`config.mk`:
```
export PLATFORM = sky130hd
export DESIGN_NAME = pc_fetch_unit
export DESIGN_NICKNAME = d
export VERILOG_FILES = /design/src/rtl/pc_fetch_unit.sv
export SDC_FILE = /design/constraint.sdc
export NUM_CORES = 1
export LEC_CHECK = 0
export CORE_AREA = 2 2 107 109
export DETAILED_ROUTE_END_ITERATION = 16
export DIE_AREA = 0 0 109 111
export MAX_ROUTING_LAYER = met4
export PLACE_DENSITY = 0.9
export SYNTH_ARGS = -nofsm -noshare
export SYNTH_HDL_FRONTEND = slang
export SYNTH_SLANG_ARGS = --single-unit
```
`constraint.sdc`:
```
create_clock -name clk -period 3.7 [get_ports clk]
set_clock_uncertainty 0.1 [all_clocks]
set_input_delay 0.74 -clock clk [delete_from_list [all_inputs] [get_ports clk]]
set_output_delay 0.74 -clock clk [all_outputs]
set_load 0.02 [all_outputs]
```
`src/rtl/pc_fetch_unit.sv`:
```
// Instruction fetch front end: one outstanding imem request, single-entry instruction hold.
// Define FETCH_ALIGN_CHECK_EN to trap misaligned redirects into a sticky FAULT state.
//
// state | meaning
// BOOT  | first cycle out of reset, no request
// REQ   | present pc to instruction memory
// WAIT  | request accepted, waiting for the response (kill drops a stale one)
// HOLD  | instruction held for decode until consumed or redirected
// FAULT | misaligned redirect seen, fetch stopped until reset (FETCH_ALIGN_CHECK_EN only)
module pc_fetch_unit #(
  parameter logic [31:0] RESET_PC = 32'h0000_3000
) (
  input  logic        clk,
  input  logic        rst_n,
  input  logic        redirect_valid,
  input  logic [31:0] redirect_pc,
  input  logic        stall,
  output logic        imem_req_valid,
  output logic [31:0] imem_req_addr,
  input  logic        imem_req_ready,
  input  logic        imem_rsp_valid,
  input  logic [31:0] imem_rsp_data,
  output logic        inst_valid,
  output logic [31:0] inst_pc,
  output logic [31:0] inst_npc,
  output logic [31:0] inst_data
`ifdef FETCH_ALIGN_CHECK_EN
  ,
  output logic        fetch_misalign
`endif
);

  typedef enum logic [2:0] {
    ST_BOOT  = 3'd0,
    ST_REQ   = 3'd1,
    ST_WAIT  = 3'd2,
    ST_HOLD  = 3'd3
`ifdef FETCH_ALIGN_CHECK_EN
    ,
    ST_FAULT = 3'd4
`endif
  } state_t;

  state_t      state, state_nxt;
  logic [31:0] pc, pc_nxt;
  logic        kill, kill_nxt;
  logic        inst_valid_q, inst_valid_nxt;
  logic [31:0] inst_pc_q, inst_pc_nxt;
  logic [31:0] inst_data_q, inst_data_nxt;
  logic        req_valid;
  logic [31:0] redirect_target;

  // Low address bits are dropped so the pc can never become misaligned.
  assign redirect_target = redirect_pc & 32'hFFFF_FFFC;

`ifdef FETCH_ALIGN_CHECK_EN
  logic misalign_q, misalign_nxt;
  logic redir_bad;
  assign redir_bad      = redirect_valid & (redirect_pc[1:0] != 2'b00);
  assign fetch_misalign = misalign_q;
`endif

  always_ff @(posedge clk or negedge rst_n) begin
    if (!rst_n) begin
      state        <= ST_BOOT;
      pc           <= RESET_PC;
      kill         <= 1'b0;
      inst_valid_q <= 1'b0;
      inst_pc_q    <= 32'h0;
      inst_data_q  <= 32'h0;
`ifdef FETCH_ALIGN_CHECK_EN
      misalign_q   <= 1'b0;
`endif
    end else begin
      state        <= state_nxt;
      pc           <= pc_nxt;
      kill         <= kill_nxt;
      inst_valid_q <= inst_valid_nxt;
      inst_pc_q    <= inst_pc_nxt;
      inst_data_q  <= inst_data_nxt;
`ifdef FETCH_ALIGN_CHECK_EN
      misalign_q   <= misalign_nxt;
`endif
    end
  end

  always_comb begin
    state_nxt      = state;
    pc_nxt         = pc;
    kill_nxt       = kill;
    inst_valid_nxt = inst_valid_q;
    inst_pc_nxt    = inst_pc_q;
    inst_data_nxt  = inst_data_q;
    req_valid      = 1'b0;
`ifdef FETCH_ALIGN_CHECK_EN
    misalign_nxt   = misalign_q;
`endif
    case (state)
      ST_BOOT: begin
        state_nxt = ST_REQ;
        if (redirect_valid) pc_nxt = redirect_target;
      end
      ST_REQ: begin
        req_valid = ~redirect_valid;
        if (redirect_valid) pc_nxt = redirect_target;
        else if (imem_req_ready) state_nxt = ST_WAIT;
      end
      ST_WAIT: begin
        if (imem_rsp_valid) begin
          if (kill || redirect_valid) begin
            kill_nxt  = 1'b0;
            state_nxt = ST_REQ;
            if (redirect_valid) pc_nxt = redirect_target;
          end else begin
            inst_data_nxt  = imem_rsp_data;
            inst_pc_nxt    = pc;
            inst_valid_nxt = 1'b1;
            pc_nxt         = pc + 32'd4;
            state_nxt      = ST_HOLD;
          end
        end else if (redirect_valid) begin
          // Request already in flight: remember to drop its response.
          pc_nxt   = redirect_target;
          kill_nxt = 1'b1;
        end
      end
      ST_HOLD: begin
        if (redirect_valid) begin
          inst_valid_nxt = 1'b0;
          pc_nxt         = redirect_target;
          state_nxt      = ST_REQ;
        end else if (!stall) begin
          inst_valid_nxt = 1'b0;
          state_nxt      = ST_REQ;
        end
      end
`ifdef FETCH_ALIGN_CHECK_EN
      ST_FAULT: begin
        inst_valid_nxt = 1'b0;
      end
`endif
      default: state_nxt = ST_BOOT;
    endcase
`ifdef FETCH_ALIGN_CHECK_EN
    if (redir_bad && state != ST_FAULT) begin
      state_nxt      = ST_FAULT;
      pc_nxt         = pc;
      kill_nxt       = 1'b0;
      inst_valid_nxt = 1'b0;
      req_valid      = 1'b0;
      misalign_nxt   = 1'b1;
    end
`endif
  end

  assign imem_req_valid = req_valid;
  assign imem_req_addr  = pc;
  assign inst_valid     = inst_valid_q;
  assign inst_pc        = inst_pc_q;
  assign inst_npc       = inst_pc_q + 32'd4;
  assign inst_data      = inst_data_q;

endmodule

```
After elaboration in Yosys (flattened, before gate mapping)
Cells that the tools add are included.
{ "word_totals": {"reg_bits": 101, "latchBits": 0, "ramBits": 0, "mem_bits_ro": 0, "inputBits": 70, "out_inout_bits": 130, "elab_cells": 49, "n_memories": 0} }
{ "op_classes": {"n_addsub": 2, "n_mul": 0, "div_mod_pow": 0, "n_lt_le_gt_ge": 0, "n_eq_ne": 9, "shift": 0, "n_mux": 20, "bitwise_logic": 2, "n_reduce_logical": 10} }
{ "op_table": {"columns": ["op", "count"], "rows": [
  ["$mux W32", 3],
  ["$add A32 B3 Y32 const B", 2],
  ["$pmux W32 S2", 1],
  ["$mux W3", 5],
  ["$pmux W3 S4", 1],
  ["$mux W1", 8],
  ["$ne A2 B2 Y1 const B", 4],
  ["$reduce_and A4 Y1", 2],
  ["$eq A3 B2 Y1 const B", 2],
  ["$reduce_and A3 Y1", 2],
  ["$reduce_bool A2 Y1", 3],
  ["$eq A3 B1 Y1 const B", 1],
  ["$logic_not A3 Y1", 1],
  ["$ne A3 B3 Y1 const B", 1],
  ["$reduce_or A3 Y1", 1],
  ["$mux W2", 1],
  ["$ne A2 B1 Y1 const B", 1],
  ["$not A1 Y1", 2],
  ["$pmux W1 S2", 1],
  ["$logic_or A1 B1 Y1", 1]
]} }

Depth between registers and ports, before layout
Gate-level depths: netlist of run 1.
{ "logic_depth": {"word_depth": 4, "ltp_mapped": 7, "ltp_nobuf": 6} }

Worst setup path after synthesis of run 1
Ideal clock, no wire load.
{ "synth_timing": {"path_kind": "register to output", "start": "register inst_pc_q[4], in the netlist inst_pc[4]", "end": "output port inst_npc[29]", "arrival_time_ps": 2002, "required_time_ps": 2860, "slack_ps": 858, "stages_incl_launch_ff": 7, "path_buffers": 1, "path_cell_list": "dfrtp_1 nand3_1 or3_1 clkbuf_1 nor4_2 nand3_1 xnor2_1"} }
{ "synth_via": {"elab_chain_len": 1} }
{ "synth_rtl": {"columns": ["element", "line", "text"], "rows": [
  ["from (decl)", "48", "logic [31:0] inst_pc_q, inst_pc_nxt;"],
  ["from (signal assigned)", "79", "inst_pc_q <= inst_pc_nxt;"],
  ["$add A32 B3 Y32", "160", "assign inst_npc = inst_pc_q + 32'd4;"],
  ["to (decl)", "25", "output logic [31:0] inst_npc,"]
]} }
Every way passes these cells.

Final worst setup path of run 1
{ "layout_timing": {"start": "register inst_pc_q[4], in the netlist inst_pc[4]", "end": "output port inst_npc[31]"} }
The elaborated chain is that of the path after synthesis.

==> tab_implementation.tex, run 1 <==
\begin{tabular}{lr}
\hline
Metric & Value \\
\hline
\multicolumn{2}{l}{\textbf{Layout}} \\
Commonest cells after routing, fill and taps aside & 206 x sky130\_fd\_sc\_hd\_\_nand2\_1, 195 x sky130\_fd\_sc\_hd\_\_clkdlybuf4s50\_1, 98 x sky130\_fd\_sc\_hd\_\_dfrtp\_1 \\
Fraction of final layout cells sized beyond drive strength 1 & 6.527\% \\
Number of fill cells & $\sim$870 \\
Net count reported at finish & 833 \\
Final std cells w/o fill & roughly 910 \\
Post-synthesis to final-layout area growth & 48.92\% \\
Post-layout utilization of the core & approximately two thirds \\
ANT cells & 0 \\
Most common cell after layout, fill and taps aside & sky130\_fd\_sc\_hd\_\_nand2\_1 \\
\multicolumn{2}{l}{\textbf{Pwr}} \\
Ratio of total power to cell area & $\sim$600 nW/um2 \\
IR Drop Worst-Case VDD & between 0.0004 and 0.0005 V \\
Leak pwr & $\sim$3.4 nW \\
\multicolumn{2}{l}{\textbf{Routing}} \\
Remaining antenna violation count & 0 \\
Number of iterations in the first detailed-routing pass & 5 \\
Average vias per placed instance & 5.432 \\
Final wirelength & 14,740 um \\
1st-iter DRT viols & 318 \\
Via count & 4,938 \\
Average wire per standard cell & 16.21 um \\
Residual DRC & 0 \\
\multicolumn{2}{l}{\textbf{Timing}} \\
Shortest clock period the worst path allows after layout & between 3 and 4 ns \\
RSZ-0062 raised after global routing & no \\
Relative slew slack & 31.78\% \\
Total negative setup slack & 0 ns \\
Worst hold slack across all endpoints & roughly 0.38 ns \\
Least setup slack across all paths after layout & 0.1265 ns \\
Max-slew violation count & 0 \\
Transition time of the tightest slew-check pin & 1.023 ns \\
Number of endpoints with negative hold slack in the final report & 0 \\
Fmax achieved & 279.8 MHz \\
Final Cycle Share & 96.58\% \\
Final setup viols & 0 \\
\multicolumn{2}{l}{\textbf{Global route}} \\
Most congested layer reported by global routing & met2 \\
Total global routing overflow & 0 \\
Maximum number of pins on one net before global-route repair & 82 \\
Met1 Resource Use GR & 32.47\% \\
Initial antenna violation count & 0 \\
Total GRT Usage & 25.61\% \\
Routing usage on met3 & around 5.6\% \\
Global-route wire length before repair & approximately 24,000 um \\
Vias in the first global route & 4,892 \\
Met2 Track Usage GR & 41.41\% \\
\multicolumn{2}{l}{\textbf{Clocking}} \\
Clock buffer depth & 2 \\
Clock input transition at the sequential cells of the worst setup and hold paths & 0.07 ns \\
Number of buffers created by CTS & 9 \\
H-tree depth reported by CTS & 3 \\
Root Driver & sky130\_fd\_sc\_hd\_\_clkbuf\_16 \\
Insertion delay to the later sink of the worst-skew pair & around 0.34 ns \\
TritonCTS clock tree & done \\
Clock Sinks & 100 \\
\multicolumn{2}{l}{\textbf{Yosys}} \\
Number of synthesized register bits & 100 \\
Sequential-to-total area share from yosys stat & between 50\% and 60\% \\
Ys async rst share & between 90\% and 100\% \\
Area share of the largest cell type after synthesis & between 40\% and 50\% \\
Mean instance size in the synthesized netlist & 8.758 um2 \\
Post-Synthesis Cells & 570 \\
Cell taking the most area after synthesis & sky130\_fd\_sc\_hd\_\_dfrtp\_1 \\
Warnings from Yosys & 0 \\
Number of different library cells in the post-synthesis netlist & 49 \\
Post-Syn Nets & 642 \\
Number of flops mapped to enable cells by yosys & 0 \\
Mapped cell area & 4992 um2 \\
Most common flop cell mapped by yosys & sky130\_fd\_sc\_hd\_\_dfrtp\_1 \\
Biggest area contributors in the synthesized netlist & sky130\_fd\_sc\_hd\_\_dfrtp\_1 49\%, sky130\_fd\_sc\_hd\_\_nand2\_1 16\%, sky130\_fd\_sc\_hd\_\_xnor2\_1 3.5\% \\
\multicolumn{2}{l}{\textbf{Setup path}} \\
Reg-to-reg critical path startpoint & imem\_req\_addr[2] \\
Worst Path Arrival & 2.73 ns \\
Max stage delay cell, worst path & sky130\_fd\_sc\_hd\_\_clkdlybuf4s50\_1 \\
Crit Reg-Reg Endpoint & imem\_req\_addr[26] \\
Largest incremental delay on the critical path & between 0.6 and 0.7 ns \\
Critical Setup Path Class & reg2out \\
R2r worst-path depth & 6 \\
Top fanout value on the critical path & 7 \\
Critical Path Start Type & flip-flop \\
Data required time at the worst endpoint & 2.86 ns \\
Kind of end point of the critical path & output port \\
Register-to-register setup slack & between 1.5 and 2 ns \\
CP Cell Sequence & nand3\_1, or3\_4, or2\_1, nor3\_1, xor2\_1, clkdlybuf4s50\_1 \\
\multicolumn{2}{l}{\textbf{Place}} \\
Placed wire-length estimate & around 11,000 um \\
Weighted congestion reported at the end of routability-driven placement & 0.9116 \\
Setup slack after placement & 0.3744 ns \\
Placed cells & 893 \\
Count of buffers inserted at the top-level ports & 197 \\
\multicolumn{2}{l}{\textbf{Outcome}} \\
Outcome & complete, no violations \\
\multicolumn{2}{l}{\textbf{Die}} \\
Placeable Area & 11,080 um2 \\
Count of boundary I/O pins & 200 \\
Die Ht & 111 um \\
Overall die area & 12,100 um2 \\
Initial core utilization & between 40\% and 50\% \\
Die outline width & 109 um \\
Row cnt & 39 \\
\multicolumn{2}{l}{\textbf{Worst hold path}} \\
Count of cells along the worst hold path & 2 \\
Beginning of the worst hold path & inst\_data[17] \\
Worst Hold Endpoint & inst\_data[17] \\
Type of the worst min-delay path & reg2reg \\
\multicolumn{2}{l}{\textbf{Run}} \\
Max Cap Viol & 0 \\
\hline
\end{tabular}
==> report_power, final <==
part	switching [W]	total, W	internal [W]
Clock	0.000404	0.00104	0.000632
Sequential	0.000297	0.00164	0.00134
Combinational	0.000886	0.00174	0.000855
==> cells by family after synthesis <==
family                   count (synthesis)  share of synthesized area, %
adder cells (fa/ha/maj)                  2                        0.5012
XOR/XNOR                                29                         5.088
flip-flops                             100                         50.18
AND/OR/NAND/NOR                        329                         30.43
buffers and inverters                   46                         3.960
AO/OA/AOI/OAI                           61                         9.248
multiplexers                             3                        0.6015
==> how the worst max path moves through the flow <==
stage | start | to | slack, ns | cells past startpoint
floorplan | inst_pc[4] | inst_npc[29] | 0.86 | 6
global placement | inst_pc[4] | inst_npc[29] | 0.46 | 6
detailed placement | inst_pc[4] | inst_npc[29] | 0.37 | 6
CTS | inst_pc[4] | inst_npc[29] | 0.01 | 6
global route | inst_pc[4] | inst_npc[31] | 0.03 | 6
finish | inst_pc[4] | inst_npc[31] | 0.13 | 6
==> synth_stat cells (9+ instances only) <==
master	number
sky130_fd_sc_hd__nand2_1	207
sky130_fd_sc_hd__dfrtp_1	98
sky130_fd_sc_hd__nor2_1	36
sky130_fd_sc_hd__xnor2_1	20
sky130_fd_sc_hd__inv_1	18
sky130_fd_sc_hd__nor3_1	17
sky130_fd_sc_hd__nand3_1	15
sky130_fd_sc_hd__and3_1	14
sky130_fd_sc_hd__clkbuf_1	14
sky130_fd_sc_hd__a211oi_1	12
sky130_fd_sc_hd__a311oi_1	11
sky130_fd_sc_hd__o21ai_0	11
sky130_fd_sc_hd__xor2_1	9
==> sequential cells by signal, summed over array words and instances (netlist names) <==
signal and cells:
imem_req_addr 32, inst_data 32, inst_pc 32, state 2
inst_valid 1, kill 1
==> per-layer routing <==
layer  share of wire (%)  vias up  routed length (um)
li1                    -     2301                   -
met1                  40     2370                5937
met2                  50      243                7394
met3                 8.2       24                1205
met4                 1.3        0                 198
met5                   0        -                   0
==> through the flow <==
stage               total power, W  instance area [um2]
finish                    0.004418                 7435
global route              0.004625                 7435
floorplan                 0.002427                 4992
CTS                       0.004432                 7421
detailed placement        0.003395                 7092
global placement          0.003336                 7092
==> critical path, delay by kind of cell, from the launching register on <==
family                 cells  cell delay [ns]
AND/OR/NAND/NOR            4             1.11
buffers and inverters      1             0.62
flip-flops                 1             0.46
XOR/XNOR                   1             0.20
==> cell type report <==
type / instances / area, um2 / share of cell area, %
sequential: 100 / 2505 / 33.69
timing repair buffer: 207 / 2039 / 27.43
inverter: 19 / 71.32 / 0.9593
tap: 143 / 178.9 / 2.407
clock inverter: 3 / 68.82 / 0.9256
clock buffer: 13 / 260.3 / 3.501
multi-input combinational: 424 / 2311 / 31.08
==> repair_timing <==
item,in CTS,in global routing
setup buffers,0,0
hold buffers,0,0
gates resized for setup,0,2
setup endpoints to repair,0,3
No activity file was read; power rests on OpenSTA's default activity.
==> inputs of run 2 (changes only) <==
CORE_AREA = 2 2 110 112   (was 2 2 107 109)
DIE_AREA = 0 0 112 114   (was 0 0 109 111)
PLACE_DENSITY = 0.86   (was 0.9)
clock period = 3.33 ns   (was 3.7 ns; I/O delays follow)
==> tab_implementation.tex, run 2 (synthesized netlist as in run 1, its figures left out) <==
\begin{tabular}{lr}
\hline
Metric & Value \\
\hline
\multicolumn{2}{l}{\textbf{Layout}} \\
Net count reported at finish & 836 (+0.36\%) \\
Commonest cells after routing, fill and taps aside & 206 x sky130\_fd\_sc\_hd\_\_nand2\_1, 181 x sky130\_fd\_sc\_hd\_\_clkdlybuf4s50\_1, 98 x sky130\_fd\_sc\_hd\_\_dfrtp\_1 \\
Most common cell after layout, fill and taps aside & sky130\_fd\_sc\_hd\_\_nand2\_1 \\
ANT cells & 0 (unchanged) \\
Post-layout utilization of the core & 63.72\% (-3.4 points) \\
Post-synthesis to final-layout area growth & 49.47\% \\
Fraction of final layout cells sized beyond drive strength 1 & 7.412\% (+0.88 points) \\
\multicolumn{2}{l}{\textbf{Die}} \\
Row cnt & 40 (+2.6\%) \\
Placeable Area & 11,710 um2 (+5.7\%) \\
Count of boundary I/O pins & 200 (unchanged) \\
Overall die area & 12,770 um2 (+5.5\%) \\
Initial core utilization & 42.63\% (-2.4 points) \\
Die Ht & 114 um (+2.7\%) \\
Die outline width & 112 um (+2.8\%) \\
\multicolumn{2}{l}{\textbf{Timing}} \\
Shortest clock period the worst path allows after layout & around 3.1 ns \\
Relative slew slack & 26.13\% (-5.6 points) \\
Max-slew violation count & 0 (unchanged) \\
Total negative setup slack & 0 ns (unchanged) \\
Fmax achieved & 317.9 MHz \\
Transition time of the tightest slew-check pin & 1.108 ns (+0.08473 ns) \\
RSZ-0062 raised after global routing & yes \\
Number of endpoints with negative hold slack in the final report & 0 (unchanged) \\
Least setup slack across all paths after layout & 0.1840 ns (+0.05751 ns) \\
Final setup viols & 0 (unchanged) \\
Final Cycle Share & roughly 94\% \\
\multicolumn{2}{l}{\textbf{Outcome}} \\
Outcome & complete, no violations \\
\multicolumn{2}{l}{\textbf{Global route}} \\
Total GRT Usage & 22.55\% (-3.1 points) \\
Total global routing overflow & 0 (unchanged) \\
Maximum number of pins on one net before global-route repair & 90 (+9.8\%) \\
Initial antenna violation count & 0 (unchanged) \\
Vias in the first global route & 4,683 (-4.3\%) \\
Global-route wire length before repair & 22,890 um (-4.7\%) \\
\multicolumn{2}{l}{\textbf{Setup path}} \\
Number of buffer and inverter instances along the worst setup path & 1 (unchanged) \\
Kind of cell adding the most delay to the critical path & simple AND/OR/NAND/NOR gates \\
Data required time at the worst endpoint & 2.56 ns (-0.30 ns) \\
Critical Setup Path Class & reg2out \\
CP Cell Sequence & nand2\_1, or3\_4, nor2\_2, nand4\_1, xnor2\_1, clkdlybuf4s50\_1 \\
Worst Path Arrival & 2.38 ns (-0.35 ns) \\
Largest incremental delay on the critical path & 0.62 ns (about the same) \\
Max stage delay cell, worst path & sky130\_fd\_sc\_hd\_\_clkdlybuf4s50\_1 \\
Kind of end point of the critical path & output port \\
Top fanout value on the critical path & 6 (-1) \\
Critical Path Start Type & flip-flop \\
\multicolumn{2}{l}{\textbf{Place}} \\
Count of buffers inserted at the top-level ports & 197 (unchanged) \\
Weighted congestion reported at the end of routability-driven placement & 0.9027 (-0.98\%) \\
Placed wire-length estimate & 10,390 um (-2.8\%) \\
Setup slack after placement & 0.1457 ns (-0.2286 ns) \\
\multicolumn{2}{l}{\textbf{Clocking}} \\
Clock input transition at the sequential cells of the worst setup and hold paths & 0.08 ns (about the same) \\
H-tree depth reported by CTS & 3 (unchanged) \\
Clock buffer depth & 2 (unchanged) \\
Insertion delay to the later sink of the worst-skew pair & 0.34 ns (about the same) \\
Post-CTS repair timing setup buffer count & 0 (unchanged) \\
TritonCTS clock tree & done \\
Number of buffers created by CTS & 9 (unchanged) \\
Hold\_buf cts & 0 (unchanged) \\
Clock Sinks & 100 (unchanged) \\
Root Driver & sky130\_fd\_sc\_hd\_\_clkbuf\_16 \\
\multicolumn{2}{l}{\textbf{Routing}} \\
1st-iter DRT viols & 384 (+21\%) \\
Residual DRC & 0 (unchanged) \\
Number of iterations in the first detailed-routing pass & 5 (unchanged) \\
Average vias per placed instance & 5.346 (-1.6\%) \\
Remaining antenna violation count & 0 (unchanged) \\
Average wire per standard cell & 15.67 um (-3.3\%) \\
Via count & 4,897 (-0.83\%) \\
Final wirelength & 14,360 um (-2.6\%) \\
\multicolumn{2}{l}{\textbf{Run}} \\
Max Cap Viol & 0 (unchanged) \\
\multicolumn{2}{l}{\textbf{Pwr}} \\
Ratio of total power to cell area & 635.4 nW/um2 (+6.9\%) \\
IR Drop Worst-Case VDD & 0.0003679 V (-11\%) \\
Leak pwr & 3.537 nW (+4.9\%) \\
\multicolumn{2}{l}{\textbf{Worst hold path}} \\
Type of the worst min-delay path & reg2reg \\
\hline
\end{tabular}
-- run 2: changes by cell type in the layout (fill, tap and decap cells not counted), sizes merged --
cell | before | now
dlygate4sd2 | 0 | 3
bufinv | 2 | 0
inv | 18 | 22
clkdlybuf4s50 | 195 | 181
clkbuf | 13 | 10
dlymetal6s2s | 0 | 11
buf | 12 | 15
clkinvlp | 0 | 1
-- run 2: timing repair --
action	4_1_cts	5_1_grt
setup endpoints to repair	8	15
resized for setup	6	13
pin swaps	0	2
-- run 2: metal layers --
layer / vias to the layer above / global-route usage, % / wire, um
met1: 2361 / 29.23 / 6038
met3: 18 / 4.038 / 1053
met4: 0 / 6.423 / 182
met2: 206 / 36.81 / 7084
li1: 2312 / - / -
met5: - / - / 0
-- run 2: power breakdown --
part           switching [W]  leakage [nW]  internal [W]
sequential          0.000302          1.25       0.00149
combinational       0.000996          2.15      0.000953
clock               0.000475         0.136      0.000522
total                0.00177          3.54       0.00297
-- run 2: cell type report --
type                            count  area, um2
Timing Repair Buffer              210       2098
Sequential cell                   100       2505
Clock buffer                       10      229.0
Multi-Input combinational cell    424       2321
Fill cell                         970       4249
Tap cell                          147      183.9
Inverter                           19      71.32
Clock inverter                      6      53.80
-- run 2: final timing paths --
check	slack, ns	depth (start not counted)	to	from
worst min-delay path	0.38	2	inst_data[12]	inst_data[12]
min in group asynchronous	0.45	1	inst_data[25]	rst_n
worst min register to register	0.38	2	inst_data[12]	inst_data[12]
worst max-delay path	0.18	6	inst_npc[17]	inst_pc[8]
worst max register to register	1.08	6	imem_req_addr[22]	imem_req_addr[2]
max in group asynchronous	1.90	2	inst_pc[19]	rst_n
-- run 2: worst register-to-register path: stages (launching register included) --
cell                       delay, ns
sky130_fd_sc_hd__dfrtp_1        0.46
sky130_fd_sc_hd__ha_1           0.27
sky130_fd_sc_hd__nand2_1        0.06
sky130_fd_sc_hd__or2_2          0.40
sky130_fd_sc_hd__nor4b_4        0.47
sky130_fd_sc_hd__a311oi_1       0.19
sky130_fd_sc_hd__a221oi_2       0.19
-- run 2: metrics by stage --
stage / area [um2] / hold slack, ns / power, W / std cells
after detailed placement: 7132 / 0.3648 / 0.003787 / 900
after global placement: 7132 / 0.3569 / 0.003731 / 900
after floorplan: 4992 / 0.2704 / 0.002696 / 570
after CTS: 7427 / 0.3820 / 0.004783 / 916
after global routing: 7462 / 0.4033 / 0.004973 / 916
final: 7462 / 0.3797 / 0.004741 / 916
==> inputs of run 3 (changes only) <==
CORE_AREA = 2 2 115 117   (was 2 2 110 112)
DIE_AREA = 0 0 117 119   (was 0 0 112 114)
PLACE_DENSITY = 0.83   (was 0.86)
clock period = 2.7 ns   (was 3.33 ns; I/O delays follow)
==> tab_implementation.tex, run 3 (synthesized netlist as in run 1, its figures left out) <==
\begin{tabular}{lr}
\hline
Metric & Value \\
\hline
\multicolumn{2}{l}{\textbf{Timing}} \\
Shortest clock period the worst path allows after layout & 2.771 ns \\
Total negative setup slack & -0.07056 ns (-0.07056 ns) \\
RSZ-0062 raised after global routing & yes \\
Relative slew slack & 67.67\% (+42 points) \\
Fmax achieved & between 300 and 400 MHz \\
Least setup slack across all paths after layout & -0.07056 ns (-0.2546 ns) \\
Transition time of the tightest slew-check pin & 0.4820 ns (-0.6261 ns) \\
Number of endpoints with negative hold slack in the final report & 0 (unchanged) \\
Max-slew violation count & 0 (unchanged) \\
Final setup viols & 1 (+1) \\
Final Cycle Share & 102.6\% \\
\multicolumn{2}{l}{\textbf{Layout}} \\
ANT cells & 0 (unchanged) \\
Most common cell after layout, fill and taps aside & sky130\_fd\_sc\_hd\_\_nand2\_1 \\
Net count reported at finish & 876 (+4.8\%) \\
Commonest cells after routing, fill and taps aside & 205 x sky130\_fd\_sc\_hd\_\_nand2\_1, 170 x sky130\_fd\_sc\_hd\_\_clkdlybuf4s50\_1, 98 x sky130\_fd\_sc\_hd\_\_dfrtp\_1 \\
Post-synthesis to final-layout area growth & 56.37\% \\
Fraction of final layout cells sized beyond drive strength 1 & 15.57\% (+8.2 points) \\
Final std cells w/o fill & 985 (+7.5\%) \\
\multicolumn{2}{l}{\textbf{Global route}} \\
Maximum number of pins on one net before global-route repair & 47 (-48\%) \\
Total GRT Usage & 22.49\% (-0.056 points) \\
Global-route wire length before repair & 24,040 um (+5.0\%) \\
Initial antenna violation count & 0 (unchanged) \\
Vias in the first global route & 4,845 (+3.5\%) \\
Total global routing overflow & 0 (unchanged) \\
\multicolumn{2}{l}{\textbf{Clocking}} \\
Clock buffer depth & 2 (unchanged) \\
Clock Sinks & 100 (unchanged) \\
H-tree depth reported by CTS & 3 (unchanged) \\
Clock input transition at the sequential cells of the worst setup and hold paths & 0.07 ns (about the same) \\
Number of buffers created by CTS & 9 (unchanged) \\
Insertion delay to the later sink of the worst-skew pair & 0.35 ns (about the same) \\
Root Driver & sky130\_fd\_sc\_hd\_\_clkbuf\_16 \\
TritonCTS clock tree & done \\
\multicolumn{2}{l}{\textbf{Die}} \\
Overall die area & 13,920 um2 (+9.0\%) \\
Row cnt & 42 (+5.0\%) \\
Die Ht & 119 um (+4.4\%) \\
Initial core utilization & 38.78\% (-3.9 points) \\
Die outline width & 117 um (+4.5\%) \\
Count of boundary I/O pins & 200 (unchanged) \\
Placeable Area & 12,870 um2 (+9.9\%) \\
\multicolumn{2}{l}{\textbf{Setup path}} \\
Data required time at the worst endpoint & 2.06 ns (-0.50 ns) \\
Top fanout value on the critical path & 3 (-3) \\
Kind of end point of the critical path & output port \\
Critical Path Start Type & flip-flop \\
Worst Path Arrival & 2.13 ns (-0.25 ns) \\
Critical Setup Path Class & reg2out \\
R2r worst-path depth & 6 (unchanged) \\
\multicolumn{2}{l}{\textbf{Worst hold path}} \\
Type of the worst min-delay path & in2async \\
\multicolumn{2}{l}{\textbf{Place}} \\
Count of buffers inserted at the top-level ports & 197 (unchanged) \\
Placed cells & 965 (+7.2\%) \\
Weighted congestion reported at the end of routability-driven placement & 0.8664 (-4.0\%) \\
Placed wire-length estimate & 10,940 um (+5.3\%) \\
\multicolumn{2}{l}{\textbf{Routing}} \\
Residual DRC & 0 (unchanged) \\
1st-iter DRT viols & 262 (-32\%) \\
Via count & 5,010 (+2.3\%) \\
Number of iterations in the first detailed-routing pass & 5 (unchanged) \\
Final wirelength & 15,040 um (+4.8\%) \\
Average vias per placed instance & 5.086 (-4.9\%) \\
Average wire per standard cell & 15.27 um (-2.6\%) \\
Remaining antenna violation count & 0 (unchanged) \\
\multicolumn{2}{l}{\textbf{Outcome}} \\
Violations in the final reports & negative setup slack \\
Outcome & complete, but fails checks \\
\multicolumn{2}{l}{\textbf{Pwr}} \\
IR Drop Worst-Case VDD & 0.0003654 V (-0.70\%) \\
Leak pwr & 3.628 nW (+2.6\%) \\
Ratio of total power to cell area & 792.6 nW/um2 (+25\%) \\
\multicolumn{2}{l}{\textbf{Run}} \\
Max Cap Viol & 0 (unchanged) \\
\hline
\end{tabular}
## run 3: through the flow
step | instance area [um2] | hold WS [ns] | power (W) | utilization, % | setup slack [ns]
floorplan | 4992 | 0.1444 | 0.003325 | - | 0.05840
global placement | 7448 | 0.3571 | 0.004755 | 57.85 | -0.07211
detailed placement | 7448 | 0.3643 | 0.004817 | 57.85 | -0.1158
CTS | 7776 | 0.01963 | 0.006197 | 60.40 | -0.1350
global route | 7806 | 0.03148 | 0.006522 | 60.63 | -0.1635
finish | 7806 | 0.01734 | 0.006187 | 60.63 | -0.07056
## run 3: layout make-up
class                      instances  area [um2]
clock buffer                      10       239.0
tap                              176       220.2
fill                            1112        5069
sequential                       100        2505
inverter                          19       71.32
multi-input combinational        424        2365
clock inverter                     6       96.34
timing repair buffer             250        2310
## run 3: path summary, 6_finish.rpt
kind / to / from / slack (ns)
worst max-delay path: inst_npc[31] / inst_pc[7] / -0.07
worst min-delay path: inst_data[19] / rst_n / 0.02
worst max register to register: imem_req_addr[22] / imem_req_addr[2] / 0.50
worst min register to register: inst_data[28] / inst_data[28] / 0.37
max in group asynchronous: inst_data[30] / rst_n / 1.78
min in group clk: inst_data[28] / inst_data[28] / 0.37
## run 3: where the power goes
group	internal [W]	total, W	switching (W)
sequential	0.00184	0.00214	0.000298
clock	0.000848	0.00144	0.000594
combinational	0.00125	0.00261	0.00135
total	0.00394	0.00619	0.00224
## run 3: critical path, cell delays in order (launching register included)
cell	delay, ns
sky130_fd_sc_hd__dfrtp_1	0.35
sky130_fd_sc_hd__nand2_1	0.07
sky130_fd_sc_hd__or3_4	0.42
sky130_fd_sc_hd__or2_4	0.28
sky130_fd_sc_hd__buf_6	0.11
sky130_fd_sc_hd__nor3_2	0.10
sky130_fd_sc_hd__buf_4	0.15
sky130_fd_sc_hd__xor2_2	0.16
sky130_fd_sc_hd__buf_6	0.14
## run 3: what timing repair did
action	4_1_cts	5_1_grt
cloned	0	0
setup buffers	1	3
setup endpoints to repair	25	23
pin swaps	3	5
hold buffers	0	0
resized for setup	91	26
## run 3: per-layer routing
metal / vias to the layer above / track usage, % / share of wire [%]
met5: - / - / 0
met4: 0 / 6.103 / 1.5
met3: 26 / 5.038 / 7.7
met2: 209 / 35.12 / 48
met1: 2391 / 29.66 / 42
li1: 2384 / - / -
